$ cat src/rtl/maze_pkg.sv
// Shared maze-solver types: direction codes and maze geometry.
package maze_pkg;

    localparam int unsigned MAZE_CELLS = 256;

    typedef enum logic [1:0] {
        UP    = 2'd0,
        RIGHT = 2'd1,
        DOWN  = 2'd2,
        LEFT  = 2'd3
    } dir_t;

endpackage

$ cat src/rtl/deque_ptr.sv
// Wrapping deque pointer with synchronous reset; inc and dec together hold the value.
module deque_ptr #(
    parameter int unsigned PTR_W = 8
) (
    input  logic             clk_i,
    input  logic             rst_i,
    input  logic             inc_i,
    input  logic             dec_i,
    output logic [PTR_W-1:0] ptr_o
);

    logic [PTR_W-1:0] ptr_q;
    logic [PTR_W-1:0] ptr_d;

    // Depth is a power of two, so natural overflow gives the mod-DEPTH wrap.
    always_comb begin
        ptr_d = ptr_q;
        if (inc_i && !dec_i) begin
            ptr_d = ptr_q + PTR_W'(1);
        end else if (dec_i && !inc_i) begin
            ptr_d = ptr_q - PTR_W'(1);
        end
    end

    always_ff @(posedge clk_i) begin
        if (rst_i) begin
            ptr_q <= '0;
        end else begin
            ptr_q <= ptr_d;
        end
    end

    assign ptr_o = ptr_q;

endmodule

$ cat src/rtl/path_deque.sv
// Double-ended queue of move directions: stack use during search, queue use during replay.
module path_deque
    import maze_pkg::*;
#(
    parameter int unsigned DEPTH = MAZE_CELLS,
    parameter int unsigned W     = 2,
    parameter int unsigned PTR_W = $clog2(DEPTH)
) (
    input  logic           Clk,
    input  logic           Rst,
    input  logic           push,
    input  logic           pop_back,
    input  logic           pop_front,
    input  dir_t           din,
    output dir_t           stack_out,
    output dir_t           front_out,
    output logic           is_deque_empty,
    output logic           is_deque_full,
    output logic [PTR_W:0] count,
    output logic           ovf,
    output logic           udf
);

    localparam int unsigned CNT_W = PTR_W + 1;

    logic [W-1:0]     mem_q [DEPTH];
    logic [CNT_W-1:0] cnt_q;
    logic [CNT_W-1:0] cnt_d;
    logic             ovf_q;
    logic             ovf_d;
    logic             udf_q;
    logic             udf_d;

    logic [PTR_W-1:0] head_ptr;
    logic [PTR_W-1:0] tail_ptr;
    logic [PTR_W-1:0] tail_m1;
    logic [PTR_W-1:0] wr_addr;
    logic             wr_en;
    logic             head_inc;
    logic             tail_inc;
    logic             tail_dec;
    logic             empty;
    logic             full;
    logic             single;

    assign tail_m1 = tail_ptr - PTR_W'(1);
    assign empty   = (cnt_q == '0);
    assign full    = (cnt_q == CNT_W'(DEPTH));
    assign single  = (cnt_q == CNT_W'(1));

    deque_ptr #(.PTR_W(PTR_W)) u_head (
        .clk_i (Clk),
        .rst_i (Rst),
        .inc_i (head_inc),
        .dec_i (1'b0),
        .ptr_o (head_ptr)
    );

    deque_ptr #(.PTR_W(PTR_W)) u_tail (
        .clk_i (Clk),
        .rst_i (Rst),
        .inc_i (tail_inc),
        .dec_i (tail_dec),
        .ptr_o (tail_ptr)
    );

    // Op decode: every combination of push/pop_back/pop_front against empty/single/full.
    always_comb begin
        wr_en    = 1'b0;
        wr_addr  = tail_ptr;
        head_inc = 1'b0;
        tail_inc = 1'b0;
        tail_dec = 1'b0;
        cnt_d    = cnt_q;
        ovf_d    = ovf_q;
        udf_d    = udf_q;

        case ({push, pop_back, pop_front})
            3'b100: begin
                if (full) begin
                    ovf_d = 1'b1;
                end else begin
                    wr_en    = 1'b1;
                    tail_inc = 1'b1;
                    cnt_d    = cnt_q + CNT_W'(1);
                end
            end
            3'b010: begin
                if (empty) begin
                    udf_d = 1'b1;
                end else begin
                    tail_dec = 1'b1;
                    cnt_d    = cnt_q - CNT_W'(1);
                end
            end
            3'b001: begin
                if (empty) begin
                    udf_d = 1'b1;
                end else begin
                    head_inc = 1'b1;
                    cnt_d    = cnt_q - CNT_W'(1);
                end
            end
            3'b110: begin
                wr_en = 1'b1;
                if (empty) begin
                    tail_inc = 1'b1;
                    cnt_d    = cnt_q + CNT_W'(1);
                end else begin
                    wr_addr = tail_m1;
                end
            end
            3'b101: begin
                wr_en    = 1'b1;
                tail_inc = 1'b1;
                if (empty) begin
                    cnt_d = cnt_q + CNT_W'(1);
                    udf_d = 1'b1;
                end else begin
                    head_inc = 1'b1;
                end
            end
            3'b011: begin
                if (empty) begin
                    udf_d = 1'b1;
                end else if (single) begin
                    // Advance head onto tail rather than pulling tail back.
                    head_inc = 1'b1;
                    cnt_d    = '0;
                end else begin
                    head_inc = 1'b1;
                    tail_dec = 1'b1;
                    cnt_d    = cnt_q - CNT_W'(2);
                end
            end
            3'b111: begin
                wr_en = 1'b1;
                if (empty) begin
                    tail_inc = 1'b1;
                    cnt_d    = cnt_q + CNT_W'(1);
                    udf_d    = 1'b1;
                end else if (single) begin
                    tail_inc = 1'b1;
                    head_inc = 1'b1;
                end else begin
                    wr_addr  = tail_m1;
                    head_inc = 1'b1;
                    cnt_d    = cnt_q - CNT_W'(1);
                end
            end
            default: begin
            end
        endcase
    end

    // Storage has no reset; reset only blocks the write.
    always_ff @(posedge Clk) begin
        if (!Rst && wr_en) begin
            mem_q[wr_addr] <= W'(din);
        end
    end

    always_ff @(posedge Clk) begin
        if (Rst) begin
            cnt_q <= '0;
            ovf_q <= 1'b0;
            udf_q <= 1'b0;
        end else begin
            cnt_q <= cnt_d;
            ovf_q <= ovf_d;
            udf_q <= udf_d;
        end
    end

    assign stack_out      = empty ? UP : dir_t'(mem_q[tail_m1]);
    assign front_out      = empty ? UP : dir_t'(mem_q[head_ptr]);
    assign is_deque_empty = empty;
    assign is_deque_full  = full;
    assign count          = cnt_q;
    assign ovf            = ovf_q;
    assign udf            = udf_q;

endmodule

$ cat config.mk
export PLATFORM = sky130hd
export DESIGN_NAME = path_deque
export DESIGN_NICKNAME = d
export VERILOG_FILES = /design/src/rtl/maze_pkg.sv /design/src/rtl/deque_ptr.sv /design/src/rtl/path_deque.sv
export SDC_FILE = /design/constraint.sdc
export NUM_CORES = 1
export LEC_CHECK = 0
export ABC_AREA = 1
export BUFFER_PORTS_ARGS = -buffer_cell sky130_fd_sc_hd__buf_4
export CAP_MARGIN = 20
export CELL_PAD_IN_SITES_DETAIL_PLACEMENT = 1
export CELL_PAD_IN_SITES_GLOBAL_PLACEMENT = 1
export CORE_ASPECT_RATIO = 1.4
export CORE_UTILIZATION = 49
export DETAILED_ROUTE_END_ITERATION = 16
export PLACE_DENSITY_LB_ADDON = 0.1
export SLEW_MARGIN = 20
export SYNTH_ARGS = -nofsm -noshare
export SYNTH_HDL_FRONTEND = slang
export SYNTH_SLANG_ARGS = --single-unit
export TNS_END_PERCENT = 50
$ cat constraint.sdc
create_clock -name Clk -period 4 [get_ports Clk]
set_clock_uncertainty 0.2 [all_clocks]
set_input_delay 0.8 -clock Clk [delete_from_list [all_inputs] [get_ports Clk]]
set_output_delay 0.8 -clock Clk [all_outputs]
set_load 0.02 [all_outputs]
==> flow_summary.toml <==
[clock_network]
clockRootBuffer = "clkbuf_16"
clk_path_buf_depth = 3
cts.sinks = 547
cts_tree = "yes"
clk_latency_ns = 0.64
path_clk_slew_ns = 0.07
cts_buffers = 57
hold_buffers = 0
cts_max_level = 2

[yosys]
synth-xor-area-share = 0.00596
seq_area_frac_synth = 0.547
synth.top_cell.area_share = 0.523
yosysTopAreaCell = "edfxtp_1"
synthTopCellsByArea = "edfxtp_1, nand3_1, nand2_1"
synth_fa_ha_area_frac = 0.00468
synth_compound_area_frac = 0.0153
synth_top_family_by_area = "simple AND/OR/NAND/NOR gates"
synth-simple-area-share = 0.381
syn_avg_cell_area_sq_um = 8.31
synth-seq-cells = 547
syn-cell-area_sq_um = 29400
ys_warn_count = 0
syn_inst = 3538
yosys-mux-area-fraction = 0
synth_nets = 3556
synth.distinct_cells = 42

[finish]
layout-drive-gt1-share = 0.134
area_delta_synth_final_pct = 18.3
nNetsFinal = 3544
regArea_sq_um = 16100
final_cells = 4319
final_cell_mix = "nand2_1, nand3_1, edfxtp_1"
final_common_cell = "nand2_1"
multi_input_area_sq_um = 12600
num-fill-cells = 6697

[floorplanning]
core-area_sq_um = 59000
num_rows = 105
fp.dieW_um = 209
die_area_sq_um = 61000
io_pins = 24
start_util = 0.498
die_h_um = 292

[timing]
grt_setup_unrepaired = "yes"
timing.fmax_mhz = 247
finalCritPeriodShare = 1.01
finalSetupViolations = 1
period_minus_slack_ns = 4.04
hold_viol_final = 0
worst_pin_slew_ns = 0.854
hold_ws_ns = 0.242
fin_ws_ns = -0.0433
slew_headroom = 0.429
maxSlewViolCount = 0

[hold_path]
hp-class = "input port to flip-flop"

[route]
vias = 28700
initialDrtViolationCount = 3042
post_drt_via_cell_ratio = 6.64
dr.pass1.iters = 5
wire_per_inst_um = 29.5
wl_mm = 128
drc = 0
ant_nets = 0

[run_status]
violations = "setup timing"
outcome = "complete, but fails checks"

[global_route]
grt_pass1_vias = 29400
grt_usage = 0.396
grt_pass1_wl_mm = 180
overflow = 0
grt_max_degree = 134
antenna_found_initial = 2

[critical_path]
r2r_slack_ns = 0.23
critical_path_peak_fanout = 6
critical_path_class = "flip-flop to primary output"
start_kind = "flip-flop"
crit_path_end_kind = "primary output"
crit_arrival_ns = 3.04
cp.required_ns = 3.00

[run]
cap_violations = 0

[place]
numPortBuffers = 23
dp_hpwl_mm = 69.5
place_congestion = 0.921
place_inst = 4141

[power]
p_per_area_nw_per_um2 = 691
p_leak_uw = 0.0130
ir_drop_uv = 500
-- critical path: stages (launching register included) --
cell	delay [ns]
dfxtp_4	0.41
inv_12	0.04
ha_4	0.18
xnor2_4	0.15
buf_6	0.15
inv_8	0.07
buf_12	0.16
buf_4	0.19
nand3_2	0.10
nand3_1	0.11
nand3_1	0.11
nand3_2	0.11
and3_4	0.23
nor2_4	0.05
nor2_4	0.16
buf_6	0.14
-- final timing paths --
path                                       from       endpoint  cells past startpoint
worst min-delay path                        Rst       count[0]                      2
worst max-delay path            u_tail.ptr_o[0]   stack_out[0]                     15
worst min register to register              udf            udf                      2
worst max register to register         count[1]  mem_q[153][1]                     13
-- cell usage after synthesis, drive strengths merged --
library cell / count
nand2: 1204
nand3: 1016
edfxtp: 512
nor2: 314
clkbuf: 200
inv: 76
buf: 59
dfxtp: 35
o21ai: 31
a21oi: 25
xor2: 16
ha: 11
nor3: 8
o221ai: 7
nand4: 4
xnor2: 4
a221oi: 3
nand3b: 3
and3: 2
o211ai: 2
a31oi: 1
clkinv: 1
nor3b: 1
nor4: 1
o2111ai: 1
o31ai: 1
-- kinds of logic after synthesis --
kind of cell    after synthesis
simple gates               2553
flops                       547
buf+inv                     336
compound gates               71
xor+xnor                     20
fa+ha+maj                    11
-- what timing repair did --
action / CTS / global route
pin swaps: 24 / 35
gates cloned: 20 / 22
hold endpoints to repair: 0 / 0
setup endpoints to repair: 4 / 4
resized for setup: 134 / 90
setup buffers: 29 / 6
-- through the flow --
step | TNS (ns) | total power, uW | instance area (sq um) | util | worst slack, ns
2_1_floorplan | 0 | 11800 | 29400 | - | 0.150
3_3_place_gp | 0 | 15200 | 30600 | 0.518 | 0.0995
3_5_place_dp | 0 | 15400 | 30600 | 0.518 | 0.0614
4_1_cts | -0.0254 | 22700 | 33800 | 0.573 | -0.0147
5_1_grt | -0.145 | 24600 | 34800 | 0.589 | -0.0776
6_report | -0.0433 | 24000 | 34800 | 0.589 | -0.0433
-- area by class of cell --
cell class,count,share of cell area
inverters,77,0.0103
multi-input cells,2655,0.363
clock inverters,33,0.0107
diodes,2,0.000144
flip-flops and latches,547,0.463
repair buffers,186,0.0828
clock buffers,68,0.0425
well taps,749,0.0270
repair inverters,2,0.000504
-- registers in the layout, indices dropped and copies added, names as in the netlist, named ones only --
| name | count |
|---|---|
| ovf | 1 |
| mem_q | 512 |
| u_head.ptr_o | 8 |
| u_tail.ptr_o | 8 |
| count | 9 |
| udf | 1 |
-- layer usage --
layer,vias to the layer above,track usage,wire (um)
met5,-,0,0
met3,587,0.0843,14000
li1,12000,-,-
met4,0,0.281,9560
met1,14200,0.462,44100
met2,1879,0.648,59900
-- report_power, final --
group	internal [uW]	leakage (uW)	switching (uW)	total, uW
clock	3080	0.000897	2390	5470
combinational	3980	0.00724	8070	12000
sequential	6350	0.00489	155	6500
No activity file was read; power rests on OpenSTA's default activity.
